$ cat config.mk
export PLATFORM = sky130hd
export DESIGN_NAME = br_pred_bht
export DESIGN_NICKNAME = d
export VERILOG_FILES = /design/src/rtl/br_pred_bht.sv
export SDC_FILE = /design/constraint.sdc
export NUM_CORES = 2
export LEC_CHECK = 0
export CORE_UTILIZATION = 55
export DETAILED_ROUTE_END_ITERATION = 10
export PLACE_DENSITY = 0.81
export RECOVER_POWER = 25
export SKIP_CTS_REPAIR_TIMING = 1
export SLEW_MARGIN = 20
export SYNTH_ARGS = -nofsm -noshare
export SYNTH_HDL_FRONTEND = slang
export SYNTH_SLANG_ARGS = --single-unit
export TNS_END_PERCENT = 5
$ cat constraint.sdc
create_clock -name clk -period 6.1 [get_ports clk]
set_input_delay 1.22 -clock clk [delete_from_list [all_inputs] [get_ports clk]]
set_output_delay 1.22 -clock clk [all_outputs]
set_load 0.01 [all_outputs]
$ cat src/rtl/br_pred_bht.sv
// Branch history table with target buffer. Each entry holds a 2-bit saturating
// counter, a tag and a target. The table provides a combinational prediction
// to fetch and takes updates from the EX-stage resolver. It also produces the
// mispredict redirect, registered branch/correct flags and saturating stats.
module br_pred_bht #(
  parameter int IDX_W  = 4,
  parameter int TAG_W  = 30 - IDX_W,
  parameter int STAT_W = 16
) (
  input  logic              clk,
  input  logic              rst_n,
  input  logic              stall,
  input  logic [31:0]       if_pc,
  output logic              pred_taken,
  output logic [31:0]       pred_target,
  input  logic              res_valid,
  input  logic [31:0]       res_pc,
  input  logic              res_taken,
  input  logic [31:0]       res_target,
  input  logic              res_pred_taken,
  input  logic [31:0]       res_pred_target,
  output logic              redirect_valid,
  output logic [31:0]       redirect_pc,
  output logic              branch,
  output logic              correct,
  output logic [STAT_W-1:0] stat_branch_cnt,
  output logic [STAT_W-1:0] stat_miss_cnt
);
  localparam int DEPTH = 1 << IDX_W;

  logic [DEPTH-1:0]            valid_q;
  logic [DEPTH-1:0][1:0]       cnt_q;
  logic [DEPTH-1:0][TAG_W-1:0] tag_q;
  logic [DEPTH-1:0][31:0]      tgt_q;

  logic              branch_q, correct_q;
  logic [STAT_W-1:0] bcnt_q, mcnt_q;

  logic [IDX_W-1:0] lk_idx, rs_idx;
  logic [TAG_W-1:0] lk_tag, rs_tag;
  logic             res_fire, mispredict, rs_hit;
  logic [1:0]       cnt_d;

  // The low PC bits never affect prediction (word-aligned instructions).
  logic unused_pc_bits;
  assign unused_pc_bits = ^{if_pc[1:0], res_pc[1:0]};

  assign lk_idx = if_pc[IDX_W+1:2];
  assign lk_tag = if_pc[IDX_W+2 +: TAG_W];
  assign rs_idx = res_pc[IDX_W+1:2];
  assign rs_tag = res_pc[IDX_W+2 +: TAG_W];

  // The lookup reads the registered table. A same-cycle update to the same
  // entry is therefore seen one cycle later (read-before-write).
  assign pred_taken  = valid_q[lk_idx] & (tag_q[lk_idx] == lk_tag) & cnt_q[lk_idx][1];
  assign pred_target = tgt_q[lk_idx];

  assign res_fire   = res_valid & ~stall;
  assign mispredict = res_valid & ((res_pred_taken != res_taken) |
                      (res_taken & res_pred_taken & (res_pred_target != res_target)));

  assign redirect_valid = mispredict & ~stall;
  assign redirect_pc    = res_taken ? res_target : res_pc + 32'd4;

  assign rs_hit = valid_q[rs_idx] & (tag_q[rs_idx] == rs_tag);

  // Saturating counter step for the resolving entry.
  always_comb begin
    cnt_d = cnt_q[rs_idx];
    if (res_taken) begin
      if (cnt_q[rs_idx] != 2'b11) cnt_d = cnt_q[rs_idx] + 2'd1;
    end else begin
      if (cnt_q[rs_idx] != 2'b00) cnt_d = cnt_q[rs_idx] - 2'd1;
    end
  end

  // Table update: train on a hit, allocate on a taken miss.
  always_ff @(posedge clk or negedge rst_n) begin
    if (!rst_n) begin
      for (int i = 0; i < DEPTH; i++) begin
        valid_q[i] <= 1'b0;
        cnt_q[i]   <= 2'b01;
        tag_q[i]   <= '0;
        tgt_q[i]   <= '0;
      end
    end else if (res_fire) begin
      if (rs_hit) begin
        cnt_q[rs_idx] <= cnt_d;
        if (res_taken) tgt_q[rs_idx] <= res_target;
      end else if (res_taken) begin
        valid_q[rs_idx] <= 1'b1;
        tag_q[rs_idx]   <= rs_tag;
        tgt_q[rs_idx]   <= res_target;
        cnt_q[rs_idx]   <= 2'b10;
      end
    end
  end

  // Resolve flags; these hold their value through a stall.
  always_ff @(posedge clk or negedge rst_n) begin
    if (!rst_n) begin
      branch_q  <= 1'b0;
      correct_q <= 1'b1;
    end else if (!stall) begin
      branch_q  <= res_fire;
      correct_q <= ~(res_fire & mispredict);
    end
  end

  // Statistics counters, saturating at all-ones.
  always_ff @(posedge clk or negedge rst_n) begin
    if (!rst_n) begin
      bcnt_q <= '0;
      mcnt_q <= '0;
    end else if (res_fire) begin
      if (bcnt_q != '1)              bcnt_q <= bcnt_q + 1'b1;
      if (mispredict && mcnt_q != '1) mcnt_q <= mcnt_q + 1'b1;
    end
  end

  assign branch          = branch_q;
  assign correct         = correct_q;
  assign stat_branch_cnt = bcnt_q;
  assign stat_miss_cnt   = mcnt_q;
endmodule

==> results by group <==
Run status
  – Outcome: finished with violations
  – Failing checks: max-capacitance violations, max-slew violations

Place
  – DP HPWL: ~94 mm
  – RD Place Congestion: approximately 0.95
  – Pre-CTS WS: -34.3 ps
  – Placed cell count: 4737
  – Port Buffer Count: around 230

Timing
  – Final Skew: around 40 ps
  – RSZ-0062 raised after global routing: no
  – Final setup fails: 0
  – F_max: 169 MHz
  – Fin. Hold Viols: 0
  – Worst-margin pin slew: ~3000 ps
  – Setup ws final: slightly below 200 ps
  – Fin crit share: 96.8%
  – Slew Limit Fails: between 800 and 900
  – Slew headroom: -99.4%
  – Tmin final: just under 6000 ps

Synthesis
  – Yosys warning total: 0
  – FFs w/ async S/R, synth: 100%
  – Unique cell type count in the Yosys netlist: 60
  – Number of flops mapped to enable cells by yosys: 0
  – Main combinational cell family by area after synthesis: multiplexers
  – Mapped Cells: roughly 3400
  – Compound-Gate Fraction of Synth Area: slightly below 2%
  – Adder-Cell Fraction of Synth Area: less than 1%
  – Synth Area in Simple Gates: 3.11%
  – Netlist Area Pre-Place: ~0.051 mm^2
  – Sequential area share after synthesis: between 40% and 50%
  – Number of synthesized register bits: a little over 1000
  – Mapped Avg Cell Area: approximately 15 um^2
  – Most used DFF post-synth: dfrtp_1
  – XOR/XNOR Fraction of Synth Area: under 10%
  – Net Count, Synth: ~3600
  – Mux share of post-synthesis cell area: 39.7%

CTS
  – CTS sink cnt: between 1000 and 1500
  – CTS Buf Count: about 110
  – Clk root buf: clkbuf_16
  – Clock buffer depth: 3
  – # H-tree levels: 3
  – CTS tree: yes
  – Clock transition at the registers of the reported paths: roughly 60 ps
  – Skew-Pair Late Insertion Delay: ~730 ps

Power
  – NetSw: 4.79 mW
  – Max rail drop VDD: approximately 0.26 mV
  – Seq pwr share: 44.7%
  – Clock group share of total power: about two fifths
  – Leakage: 26.8 nW
  – P per Cell Area: just over 300 mW/mm^2
  – Combinational share of power: 16.9%
  – Pint: around 14 mW
  – Sw frac: 26.1%

Finish
  – Share of cells above drive strength 1: 47.8%
  – Final #Nets: approximately 3700
  – Commonest non-fill, non-tap cells in the layout: dfrtp_1, mux2_2, mux4_2, clkdlybuf4s50_1, buf_4
  – Final non-filler cell total: between 4000 and 5000
  – Multi-input logic area: approximately 0.025 mm^2
  – Fillers: about 6500
  – Register Area: 0.0253 mm^2
  – Area growth, synth to finish: 15.5%
  – Most common cell after layout, fill and taps aside: dfrtp_1

Setup path
  – CP Max Fanout: 30
  – Startpoint Class: primary input
  – WP data required: slightly below 5000 ps
  – Kind of critical path: primary input to output pin
  – CP endpoint kind: output pin
  – CP arrival: 4690 ps
  – R2R Setup Slk: ~2000 ps

Flow run
  – Max cap viols: 10

Global route
  – First-pass GRT wire length: 222 mm
  – Vias in the first global route: between 30000 and 40000
  – Gr usage total: about a third
  – Aggregate global routing overflow: 0
  – Largest net degree at the start of global routing: about 140
  – Antenna violations before repair: 10

Detailed routing
  – DR WL met3: around 13 mm
  – Top sig layer: met5
  – TritonRoute pass-1 iters: 5
  – Detailed-routing wirelength on met1: approximately 58 mm
  – Average routed wire per standard cell: just under 30 um
  – Met2 routed WL: a little under 70 mm
  – Final wirelength: around 150 mm
  – Post-route ant nets: 0
  – Initial DRC Count: about 3500
  – Drt via density: roughly 6.6
  – Via count: about 33000
  – # DRC: 0

Floorplanning
  – Rows: about 110
  – Chip Height: 308 um
  – Die outline area: about 0.095 mm^2
  – Starting Density: between 50% and 60%
  – Core area: around 0.092 mm^2
  – DIE WIDTH: ~310 um
  – Ports: between 200 and 250

Hold path
  – Hold crit path type: flop to flop
==> synthesized netlist by cell type (17+ instances only) <==
library cell	instances	area [um^2]
inv_1	26	97.6
dfrtp_1	993	24800
nand3_1	46	230
mux2_2	870	9800
mux2_4	76	1140
buf_2	19	95.1
nor4_1	17	106
nand4_1	24	150
mux4_2	385	8670
mux2i_1	85	851
nand2_1	94	353
buf_4	35	263
o21ai_0	56	280
a22oi_1	21	158
buf_1	56	210
nor2_1	40	150
xor2_1	94	823
xnor2_1	53	464
buf_6	25	282
clkbuf_1	206	773
dfstp_2	17	447
nand2b_1	28	175
==> registers in the layout (all words and copies together) (netlist names) <==
| signal | flops |
|---|---|
| stat_branch_cnt | 16 |
| correct | 1 |
| stat_miss_cnt | 16 |
| tgt_q | 512 |
| branch | 1 |
| cnt_q | 32 |
| tag_q | 416 |
| valid_q | 16 |
==> through the flow <==
stage | power, mW | hold slack [ps] | area [um^2] | setup TNS (ps) | utilization [%]
final | 18.3 | 473 | 59400 | 0 | 64.5
after global routing | 18.9 | 497 | 59400 | 0 | 64.5
after CTS | 18.4 | 476 | 59500 | -26.5 | 64.6
after detailed placement | 11.4 | 467 | 55700 | -34.3 | 60.4
after global placement | 11.2 | 461 | 55700 | -35.4 | 60.4
after floorplan | 10.1 | 450 | 51500 | 0 | -
==> power groups by stage <==
| stage | Sequential, mW | Clock [mW] | Combinational (mW) |
|---|---|---|---|
| 6_report | 8.20 | 7.02 | 3.10 |
| 5_1_grt | 8.29 | 7.34 | 3.30 |
| 4_1_cts | 8.17 | 7.09 | 3.11 |
| 3_5_place_dp | 8.27 | 0 | 3.09 |
| 3_3_place_gp | 8.21 | 0 | 3.00 |
| 2_1_floorplan | 8.08 | 0 | 2.06 |
==> kinds of logic (layout without fill, tap and decap cells) <==
kind of cell | count (synthesis) | after routing
buf+inv | 369 | 646
fa+ha+maj | 9 | 9
flops | 1010 | 1010
simple gates | 315 | 315
compound gates | 151 | 151
other cells | 0 | 1
mux | 1416 | 1416
xor+xnor | 147 | 147
==> final cells by class <==
type,count,area share [%]
Inverter,27,0.170
Antenna cell,1,0.00421
Clock buffer,149,5.27
Clock inverter,51,1.25
Sequential cell,1010,42.6
Tap cell,1243,2.62
Multi-Input combinational cell,2038,41.3
Timing Repair Buffer,419,6.87
==> worst paths after layout <==
kind / from / cells after the start / end
worst max register to register: tag_q[297] / 11 / tag_q[358]
worst max-delay path: if_pc[2] / 10 / pred_taken
min in group asynchronous: rst_n / 1 / stat_miss_cnt[13]
worst min-delay path: correct / 2 / correct
worst min register to register: correct / 2 / correct
max in group asynchronous: rst_n / 2 / tag_q[267]
==> worst max-delay path, stage by stage <==
cell	delay, ps
buf_12	230
buf_12	210
mux4_2	540
mux4_2	470
xor2_1	240
nor4_2	330
buf_4	180
nand4_1	360
nor4_2	290
clkdlybuf4s50_1	590
==> routing by layer <==
layer	up-vias	GRT usage (%)
met2	1585	49.2
met3	395	7.46
met1	17498	43.2
met4	14	13.2
li1	13182	-
met5	-	0
(Power assumes the default switching activity.)
